**src/rtl/q_proj_pkg.sv**
```systemverilog
// Shared widths, FSM state type and tile payload for the Q-projection tile sequencer.
package q_proj_pkg;

  localparam int unsigned N          = 4;
  localparam int unsigned DATA_WIDTH = 8;
  localparam int unsigned ACC_WIDTH  = 32;

  localparam int unsigned TILE_W  = N * N * DATA_WIDTH;
  localparam int unsigned BIAS_W  = N * ACC_WIDTH;
  localparam int unsigned RES_W   = N * N * ACC_WIDTH;
  localparam int unsigned TIMER_W = 16;
  localparam int unsigned COUNT_W = 16;

  typedef enum logic [2:0] {
    ST_IDLE,
    ST_BIAS,
    ST_LOAD,
    ST_COMPUTE,
    ST_DONE,
    ST_WAIT_V,
    ST_OUT
  } seq_state_t;

  typedef struct packed {
    logic [TILE_W-1:0] a;
    logic [TILE_W-1:0] b;
    logic [BIAS_W-1:0] bias;
  } tile_pkt_t;

endpackage

```
**src/rtl/q_seq_timer.sv**
```systemverilog
// Loadable down-counter with a registered zero flag; stops at zero.
module q_seq_timer
  import q_proj_pkg::*;
(
  input  logic               clk,
  input  logic               rst,
  input  logic               load,
  input  logic [TIMER_W-1:0] load_val,
  input  logic               dec,
  output logic               zero
);

  logic [TIMER_W-1:0] count;

  always_ff @(posedge clk or posedge rst) begin
    if (rst) begin
      count <= '0;
      zero  <= 1'b1;
    end else if (load) begin
      count <= load_val;
      zero  <= (load_val == '0);
    end else if (dec && !zero) begin
      count <= count - TIMER_W'(1);
      zero  <= (count == TIMER_W'(1));
    end
  end

endmodule

```
**src/rtl/q_tile_sequencer.sv**
```systemverilog
// Sequences bias load, tile write and tile-done strobes for Black_Box and returns its result.
// Define Q_SEQ_KACC_EN for K-group accumulation (bias on first tile, result on last tile only).
module q_tile_sequencer
  import q_proj_pkg::*;
#(
  parameter int unsigned COMPUTE_CYCLES = 12,
  parameter int unsigned VALID_TIMEOUT  = 8
) (
  input  logic               clk,
  input  logic               rst,
  input  logic               s_valid,
  output logic               s_ready,
  input  logic [TILE_W-1:0]  s_a,
  input  logic [TILE_W-1:0]  s_b,
  input  logic [BIAS_W-1:0]  s_bias,
  input  logic               s_first,
  input  logic               s_last,
  output logic               bb_load_bias,
  output logic [BIAS_W-1:0]  bb_bias,
  output logic [TILE_W-1:0]  bb_matrix_a,
  output logic [TILE_W-1:0]  bb_matrix_b,
  output logic               bb_write_en,
  output logic               bb_tile_done,
  input  logic [RES_W-1:0]   bb_matrix_c,
  input  logic               bb_valid,
  output logic               m_valid,
  input  logic               m_ready,
  output logic [RES_W-1:0]   m_data,
  output logic [COUNT_W-1:0] tile_count,
  output logic               err_timeout
);

  seq_state_t state, state_n;
  tile_pkt_t  tile_q;

  logic cmp_load, cmp_dec, cmp_zero;
  logic to_load, to_dec, to_zero;
  logic capture_tile, capture_res, count_inc, set_err;

`ifdef Q_SEQ_KACC_EN
  logic kacc_last_q;

  always_ff @(posedge clk or posedge rst) begin
    if (rst) begin
      kacc_last_q <= 1'b0;
    end else if (capture_tile) begin
      kacc_last_q <= s_last;
    end
  end
`else
  logic unused_kacc;
  assign unused_kacc = s_first ^ s_last;
`endif

  // COMPUTE lasts COMPUTE_CYCLES-1 cycles so tile_done lands COMPUTE_CYCLES after write_en
  q_seq_timer u_compute_timer (
    .clk      (clk),
    .rst      (rst),
    .load     (cmp_load),
    .load_val (TIMER_W'(COMPUTE_CYCLES - 2)),
    .dec      (cmp_dec),
    .zero     (cmp_zero)
  );

  // WAIT_V window closes so err_timeout rises VALID_TIMEOUT cycles after tile_done
  q_seq_timer u_valid_timer (
    .clk      (clk),
    .rst      (rst),
    .load     (to_load),
    .load_val (TIMER_W'(VALID_TIMEOUT - 2)),
    .dec      (to_dec),
    .zero     (to_zero)
  );

  always_ff @(posedge clk or posedge rst) begin
    if (rst) begin
      state <= ST_IDLE;
    end else begin
      state <= state_n;
    end
  end

  always_comb begin
    state_n      = state;
    cmp_load     = 1'b0;
    cmp_dec      = 1'b0;
    to_load      = 1'b0;
    to_dec       = 1'b0;
    capture_tile = 1'b0;
    capture_res  = 1'b0;
    count_inc    = 1'b0;
    set_err      = 1'b0;
    case (state)
      ST_IDLE: begin
        if (s_valid && s_ready) begin
          capture_tile = 1'b1;
`ifdef Q_SEQ_KACC_EN
          state_n = s_first ? ST_BIAS : ST_LOAD;
`else
          state_n = ST_BIAS;
`endif
        end
      end
      ST_BIAS: state_n = ST_LOAD;
      ST_LOAD: begin
        cmp_load = 1'b1;
        state_n  = ST_COMPUTE;
      end
      ST_COMPUTE: begin
        if (cmp_zero) begin
`ifdef Q_SEQ_KACC_EN
          state_n = kacc_last_q ? ST_DONE : ST_IDLE;
`else
          state_n = ST_DONE;
`endif
        end else begin
          cmp_dec = 1'b1;
        end
      end
      ST_DONE: begin
        to_load = 1'b1;
        state_n = ST_WAIT_V;
      end
      ST_WAIT_V: begin
        if (bb_valid) begin
          capture_res = 1'b1;
          state_n     = ST_OUT;
        end else if (to_zero) begin
          set_err = 1'b1;
          state_n = ST_IDLE;
        end else begin
          to_dec = 1'b1;
        end
      end
      ST_OUT: begin
        if (m_ready) begin
          count_inc = 1'b1;
          state_n   = ST_IDLE;
        end
      end
      default: state_n = ST_IDLE;
    endcase
  end

  // Strobes and handshakes are registered decodes of the next state
  always_ff @(posedge clk or posedge rst) begin
    if (rst) begin
      s_ready      <= 1'b0;
      bb_load_bias <= 1'b0;
      bb_write_en  <= 1'b0;
      bb_tile_done <= 1'b0;
      m_valid      <= 1'b0;
      tile_q       <= '0;
      m_data       <= '0;
      tile_count   <= '0;
      err_timeout  <= 1'b0;
    end else begin
      s_ready      <= (state_n == ST_IDLE);
      bb_load_bias <= (state_n == ST_BIAS);
      bb_write_en  <= (state_n == ST_LOAD);
      bb_tile_done <= (state_n == ST_DONE);
      m_valid      <= (state_n == ST_OUT);
      if (capture_tile) begin
        tile_q <= '{a: s_a, b: s_b, bias: s_bias};
      end
      if (capture_res) begin
        m_data <= bb_matrix_c;
      end
      if (count_inc) begin
        tile_count <= tile_count + COUNT_W'(1);
      end
      if (set_err) begin
        err_timeout <= 1'b1;
      end
    end
  end

  assign bb_matrix_a = tile_q.a;
  assign bb_matrix_b = tile_q.b;
  assign bb_bias     = tile_q.bias;

endmodule

```
**config.mk**
```make
export PLATFORM = sky130hd
export DESIGN_NAME = q_tile_sequencer
export DESIGN_NICKNAME = d
export VERILOG_FILES = /design/src/rtl/q_proj_pkg.sv /design/src/rtl/q_seq_timer.sv /design/src/rtl/q_tile_sequencer.sv
export SDC_FILE = /design/constraint.sdc
export NUM_CORES = 1
export LEC_CHECK = 0
export BUFFER_PORTS_ARGS = -buffer_cell sky130_fd_sc_hd__buf_2
export CAP_MARGIN = 20
export CORE_AREA = 3 3 705 707
export DETAILED_ROUTE_END_ITERATION = 10
export DIE_AREA = 0 0 708 710
export PLACE_DENSITY = 0.3
export SYNTH_ARGS = -nofsm -noshare
export SYNTH_HDL_FRONTEND = slang
export SYNTH_HIERARCHICAL = 1
export SYNTH_SLANG_ARGS = --single-unit
export TNS_END_PERCENT = 10
```
**constraint.sdc**
```tcl
create_clock -name clk -period 34.8 [get_ports clk]
set_input_delay 6.96 -clock clk [delete_from_list [all_inputs] [get_ports clk]]
set_output_delay 6.96 -clock clk [all_outputs]
set_load 0.02 [all_outputs]
```
Yosys cells after proc, flatten, opt, wreduce, memory -nomap -nowiden

Cells that the tools add are included.

Flip-flop bits (word level): 955
Output and inout bits: 918
Word-level logic and storage cells: 70

$add $sub $neg: 3
Equality and inequality tests: 12
Muxes and demuxes: 30
Reductions and logical operators: 9

Operators with widths:

| operator                | count |
|---|---|
| $mux W16                | 4 |
| $eq A16 B1 Y1 const B   | 2 |
| $sub A16 B1 Y16 const B | 2 |
| $pmux W3 S7             | 1 |
| $mux W1                 | 20 |
| $add A16 B1 Y16 const B | 1 |
| $eq A3 B3 Y1 const B    | 5 |
| $mux W3                 | 5 |
| $eq A3 B2 Y1 const B    | 3 |
| $eq A3 B1 Y1 const B    | 2 |
| $logic_not A3 Y1        | 2 |
| $reduce_bool A2 Y1      | 2 |
| $logic_and A1 B1 Y1     | 3 |
| $logic_not A1 Y1        | 2 |

Depth between registers and ports, before layout

Gate-level depths: netlist of run 1.

Depth in word-level cells: 6
Gate-level depth with buffers: 8
Depth with buffers taken out: 6

By module

Netlist of run 1, hierarchy kept.

By module, submodules not included:

| module           | instances | cells each | area each (µm²) | seq. area each (µm²) |
|---|---|---|---|---|
| q_tile_sequencer | 1         | 2001       | 34145.2         | 23047.1 |
| q_seq_timer      | 2         | 116        | 1058.5          | 426.7 |

Worst setup path after synthesis of run 1

Ideal clock, no wire load.

Path kind: in2reg
Start point: input bb_valid
End point: register u_valid_timer.count[15]
Setup time: 0.082 ns
Arrival time: 8.424 ns
Data required time: 34.718 ns
Path slack: 26.294 ns
Stages: 5
Path buffers: 0
Path through: nor4_1 > nor4b_4 > nand2_1 > or3_1 > a31oi_1

Longest elaborated chain between the ends: 4

RTL lines:

| what                                | line                    | text |
|---|---|---|
| start, declared                     | q_tile_sequencer.sv:25  | `input logic bb_valid,` |
| $mux W1                             | q_tile_sequencer.sv:125 | `if (bb_valid) begin` |
| $mux W1                             | q_tile_sequencer.sv:93  | `case (state)` |
| $logic_and A1 B1 Y1                 | q_seq_timer.sv:22       | `end else if (dec && !zero) begin` |
| $reduce_bool A2 Y1 (no source line) | --                      |  |
| end signal, assigned                | q_seq_timer.sv:20       | `count <= load_val;` |
| end signal, assigned                | q_seq_timer.sv:23       | `count <= count - TIMER_W'(1);` |
| end, declared                       | q_seq_timer.sv:13       | `logic [TIMER_W-1:0] count;` |

No other way between the ends.
A chain may end at the register's enable or synchronous reset.

Final worst setup path of run 1

Start point: input s_valid
End point: register tile_q, in the netlist bb_matrix_b[14]

Longest elaborated chain between the ends: 3

RTL lines:

| what                 | line                    | text |
|---|---|---|
| start, declared      | q_tile_sequencer.sv:11  | `input logic s_valid,` |
| $logic_and A1 B1 Y1  | q_tile_sequencer.sv:95  | `if (s_valid && s_ready) begin` |
| $mux W1              | q_tile_sequencer.sv:95  |  |
| $mux W1              | q_tile_sequencer.sv:93  |  |
| end signal, assigned | q_tile_sequencer.sv:164 | `tile_q <= '{a: s_a, b: s_b, bias: s_bias};` |
| end, declared        | q_tile_sequencer.sv:34  | `tile_pkt_t tile_q;` |

No other way between the ends.

==> flow_summary.ini, run 1 <==
[hold_path]
min_to = err_timeout
hold_path.class = flop to flop
min-delay-start = err_timeout
hold_depth = 1

[placement]
place_inst = 10510
dpl.hpwl_um = 313900
io_buffer_count = 1818
gp_congestion = 1.009

[yosys]
ys_async_sr_fraction_pct = 100.0
synth_cells = 2233
synth_edf_count = 0
synthDistinctLibCells = 45
yosysSeqAreaShare_pct = 65.91
ys_ff_latch = 955
ys.flop_type = dfrtp_1
syn_avg_cell_area_sq_um = 16.24
synth_area_sq_um = 36260
yosysWarnings = 6

[global_route]
grt_start_max_net_pins = 143
grt_pass1_wl_um = 422800
antenna_found_initial = 337
grt_pass1_vias = 30280
grt-ovfl-total = 0
grt_usage_pct = 13.53

[pwr]
powerDensity_nw_per_um2 = 106.9
peakVddDrop_v = 0.00004315
total_leakage_power_nw = 27.77
totalPowerFinal_mw = 6.259

[clock_network]
cts_buffers = 142
max-clock-path-buffers = 4
worstSkewPairLatency_ns = 0.86
htree_num_levels = 4
ctsHoldBuffers = 0
cts-root-buf = clkbuf_16
cts_resized = 0
cts_num_sinks = 955
tritoncts = built
clk_pin_slew_worst_paths_ns = 0.06
postCtsSetupRepairBufs = 0

[route]
drc = 0
dr.pass1.iters = 5
drt_iter0_drc = 1391
drt-total-wl_um = 354100
vias = 29350
avgViaCountPerCell = 2.699
ant_nets = 0
avgRoutedWirePerCell_um = 32.56

[final_layout]
multi_input_area_sq_um = 12010
nFillCells = 56020
seq_area_sq_um = 23900
layout_common_cells = buf_2, dfrtp_1, mux2_2
stdcell_count = 10880
final_common_cell = buf_2
drive_gt1_share_pct = 66.76
syn_to_final_growth_pct = 61.44
fin_nets = 5082

[sta]
max_freq_mhz = 93.14
finClkSkew_ns = 0.04146
relSlewSlack_pct = 28.08
fin_crit_ns = 10.74
fin_tns_setup_ns = 0
drv_slew = 0
finalSetupViolations = 0
tightest_slew_ns = 1.079
hold_viol = 0
rsz0062_at_grt = false
period_share_pct = 30.85

[worst_setup_path]
path_depth = 9
cp_common_cell = buf_4
worstReg2RegEnd = bb_matrix_b[14]
cp_slowest_cell = buf_4
cp-end-kind = flop
crit_fanout = 142
cp_cell_sequence = buf_2 > nand2_1 > nor4_4 > buf_4 > buf_4 > buf_4 > buf_12 > buf_4 > mux2_2
rr_startpoint = state[0]
cp_data_required_time_ns = 35.50
cp_num_buf_inv = 6
worstSetupPathType = input pin to flop
startpoint_type = input pin
slowest_delay_ns = 0.86
path_delay_family = buffers and inverters
r2r_cells = 7
rrSetupSlack_ns = 29.68
critPathArrivalTime_ns = 11.43

[die]
fp.dieW_um = 708
initial_core_util_pct = 7.395
dieHeight_um = 710
die-area_sq_um = 502700
core.rowCount = 257
core_sq_um = 490400
pin_count = 1821

[status]
status = completed

[job]
max-cap-violations = 0
-- metrics by stage --
| stage | hold WS [ns] | worst slack, ns | util, % | area, sq um |
|---|---|---|---|---|
| after floorplan | 0.5371 | 1.944 | - | 36490 |
| after global placement | 0.4412 | 23.29 | 10.90 | 53430 |
| after detailed placement | 0.4449 | 23.22 | 10.90 | 53430 |
| after CTS | 0.4588 | 24.16 | 11.87 | 58230 |
| after global routing | 0.4878 | 23.87 | 11.91 | 58400 |
| final | 0.4580 | 24.06 | 11.94 | 58540 |
-- metal layers --
metal / wire (um) / vias up / GRT usage, %
met5: 696 / - / 0
met4: 19320 / 104 / 5.855
met3: 46600 / 768 / 7.864
met2: 170800 / 1816 / 23.16
met1: 116700 / 14730 / 13.23
li1: - / 11940 / -
-- area by class of cell --
type | instances | share of cell area, %
timing repair buffer | 1847 | 16.00
clock inverter | 49 | 1.193
antenna | 125 | 0.5343
clock buffer | 196 | 7.002
tap | 6475 | 13.84
sequential | 955 | 40.83
inverter | 13 | 0.09618
multi-input combinational | 1215 | 20.51
-- kinds of logic after synthesis --
logic type / count (synthesis) / share of synthesized area (%)
xor gates and xnor gates: 35 / 0.8453
DFF: 955 / 65.91
other: 2 / 0.02071
buffers and inverters: 123 / 1.636
muxes: 896 / 27.82
AOI/OAI and AO/OA: 51 / 0.8212
and+or+nand+nor: 166 / 2.771
adders and majority gates: 5 / 0.1725
-- flip-flops by register name (all words and copies together), names as in the netlist, 3 cells and up --
signal,cells
m_data,512
bb_bias,128
bb_matrix_a,128
bb_matrix_b,128
tile_count,16
u_compute_timer/count,16
u_valid_timer/count,16
state,3
-- worst register-to-register path, stage by stage (launching register included) --
cell and delay (ns):
dfrtp_1 0.54, nor4_4 0.32, buf_4 0.42, buf_4 0.78, buf_4 0.72, buf_12 0.65, buf_4 1.01, mux2_2 0.55
-- where the power goes --
part	switching, mW	internal (mW)
combinational	1.98	0.765
sequential	0.333	1.65
clock	0.612	0.922
total	2.92	3.34
-- worst max-delay path by stage --
stage	from	end
CTS	bb_valid	m_data[63]
finish	s_valid	bb_matrix_b[14]
floorplan	rst	bb_bias[0]
global route	s_valid	bb_bias[103]
global placement	s_valid	bb_matrix_b[93]
detailed placement	bb_valid	m_data[62]
-- synth_stat cells, drive strengths merged (13+ instances only) --
master / n / area (sq um)
buf: 97 / 495.5
nor2: 25 / 98.84
mux2: 896 / 10090
dfrtp: 953 / 23850
clkbuf: 13 / 48.80
xnor2: 17 / 148.9
o21ai: 29 / 145.1
xor2: 18 / 157.7
nand4: 17 / 106.4
inv: 13 / 48.80
nor4: 18 / 193.9
nand2: 42 / 157.7
nor3: 16 / 100.1
Note: power is estimated with default switching activity, not from simulation.
==> run 2, diff against run 1 <==
ABC_AREA = 1   (was default)
CORE_AREA = 3 3 717 719   (was 3 3 705 707)
DIE_AREA = 0 0 720 722   (was 0 0 708 710)
clock period = 9.9 ns   (was 34.8 ns; I/O delays follow)
==> flow_summary.ini, run 2 <==
[die]
core.rowCount = 262
dieHeight_um = 722
die-area_sq_um = 519800
initial_core_util_pct = 7.498
core_sq_um = 508400
fp.dieW_um = 720
pin_count = 1821

[route]
avgRoutedWirePerCell_um = 24.57
ant_nets = 0
dr.pass1.iters = 5
avgViaCountPerCell = 2.899
drt_iter0_drc = 2608
drt-total-wl_um = 321800
vias = 37970
drc = 0

[worst_setup_path]
crit_fanout = 71
path_delay_family = buffers and inverters
cp_common_cell = buf_4
cp_data_required_time_ns = 10.61
cp_slowest_cell = buf_4
startpoint = bb_valid
cp_num_buf_inv = 4
cp-end-kind = flop
rrSetupSlack_ns = 6.23
rr_startpoint = state[1]
cp_cell_sequence = buf_8 > buf_4 > buf_4 > buf_4 > nand3_1 > nand2_1
r2r_cells = 9
worstReg2RegEnd = m_data[351]
worstSetupPathType = input pin to flop
critPathArrivalTime_ns = 4.67
slowest_delay_ns = 0.82
startpoint_type = input pin

[final_layout]
syn_to_final_growth_pct = 57.56
largest_reg_flops = 512
nFillCells = 59250
regMostFlops = m_data
stdcell_count = 13100
final_common_cell = nand2_1
fin_nets = 7069
layout_common_cells = nand2_1, buf_2, dfrtp_1
fin_util_pct = 11.81
stdcell_area_sq_um = 60070
drive_gt1_share_pct = 33.91

[hold_path]
hold_depth = 2
min_to = m_data[140]
min-delay-start = m_data[140]
hold_path.class = flop to flop

[job]
max-cap-violations = 0

[pwr]
clkPwrFrac_pct = 27.4
p_switching_mw = 8.838
total_leakage_power_nw = 32.01
powerDensity_nw_per_um2 = 321.8
p_comb_share_pct = 38.5
internal_power_mw = 10.49
sw_frac_of_total_pct = 45.72
peakVddDrop_v = 0.0001044
seqPwrFrac_pct = 34.1
totalPowerFinal_mw = 19.33

[sta]
tightest_slew_ns = 1.140
timing.final.ws_setup_ns = 5.943
period_share_pct = 39.97
relSlewSlack_pct = 24.03
finClkSkew_ns = 0.04909
hold_viol = 0
fin_tns_setup_ns = 0
finalSetupViolations = 0
fin_crit_ns = 3.957
max_freq_mhz = 252.7
drv_slew = 0
holdWs_ns = 0.4612
rsz0062_at_grt = false

[yosys]
synth_edf_count = 0
yosys.area.top_type = dfrtp_1
synthDistinctLibCells = 38
synth_xor_area_share_pct = 0.3446
synth-compound-area-share_pct = 0.8172
synth_top_family_by_area = simple AND/OR/NAND/NOR gates
ys_async_sr_fraction_pct = 100.0
synth_common_cells = nand2_1, dfrtp_1, nand3_1
synth_mux_area_share_pct = 0
syn_avg_cell_area_sq_um = 8.750
synthTopCellsByArea = dfrtp_1, nand2_1, nand3_1
yosysSeqAreaShare_pct = 62.69
yosysWarnings = 6
synth_area_sq_um = 38120
ys.flop_type = dfrtp_1
yosys.area_share.simple_pct = 31.84
synth_top_cell_area_share_pct = 62.56
ys_ff_latch = 955
synth-adder-area-share_pct = 0.1641
synth_most_common_cell = nand2_1
synth_cells = 4357

[placement]
io_buffer_count = 1818
dpl.hpwl_um = 267000
dp_slack_ns = 5.215
placed_area_sq_um = 55100
place_inst = 12750
gp_congestion = 0.8699

[clock_network]
cts-root-buf = clkbuf_16
cts_buffers = 144
postCtsSetupRepairBufs = 0
cts_resized = 0
cts_num_sinks = 955
tritoncts = built
htree_num_levels = 4
worstSkewPairLatency_ns = 0.84
max-clock-path-buffers = 4
clk_pin_slew_worst_paths_ns = 0.05
ctsHoldBuffers = 0

[global_route]
grt_start_max_net_pins = 178
grt_pass1_wl_um = 409000
grt_usage_pct = 11.84
grt-ovfl-total = 0
grt_pass1_vias = 38260
antenna_found_initial = 215

[status]
status = completed
[run 2: layout make-up]
type	instances	area, sq um	area share (%)
inverters	72	286.5	0.4770
diodes	104	260.3	0.4333
flip-flops and latches	955	23900	39.79
repair buffers	1862	9614	16.01
clock buffers	216	4254	7.082
well taps	6732	8423	14.02
multi-input cells	3126	12880	21.44
clock inverters	30	446.7	0.7437
[run 2: tightest hold or removal path: cells and delay by family (launching register included)]
family           cells  cell delay, ns
DFF                  1            0.33
and+or+nand+nor      2            0.09
[run 2: logic make-up (layout without fill, tap and decap cells)]
family	after synthesis	in the layout
buffers and inverters	332	2180
DFF	955	955
AOI/OAI and AO/OA	49	49
and+or+nand+nor	2999	2999
xor gates and xnor gates	15	15
other	2	162
adders and majority gates	5	5
[run 2: routing by layer]
metal / wire (um) / GRT usage, %
met4: 13220 / 4.293
met3: 23400 / 3.516
met5: 558 / 0
met1: 119200 / 12.95
met2: 165500 / 21.51
[run 2: power groups by stage]
stage	sequential [mW]	combinational [mW]	clock [mW]
floorplan	8.26	1.63	0
global placement	6.64	7.76	0
detailed placement	6.66	7.72	0
CTS	6.62	7.74	5.57
global route	6.79	8.03	5.67
finish	6.59	7.44	5.29
[run 2: worst max-delay path by stage]
stage	endpoint	slack (ns)	cells past startpoint
floorplan	bb_bias[0]	-4.75	1
global placement	m_data[415]	5.21	6
detailed placement	m_data[412]	5.21	6
CTS	m_data[15]	6.02	1
global route	m_data[436]	5.87	6
finish	m_data[417]	5.94	6
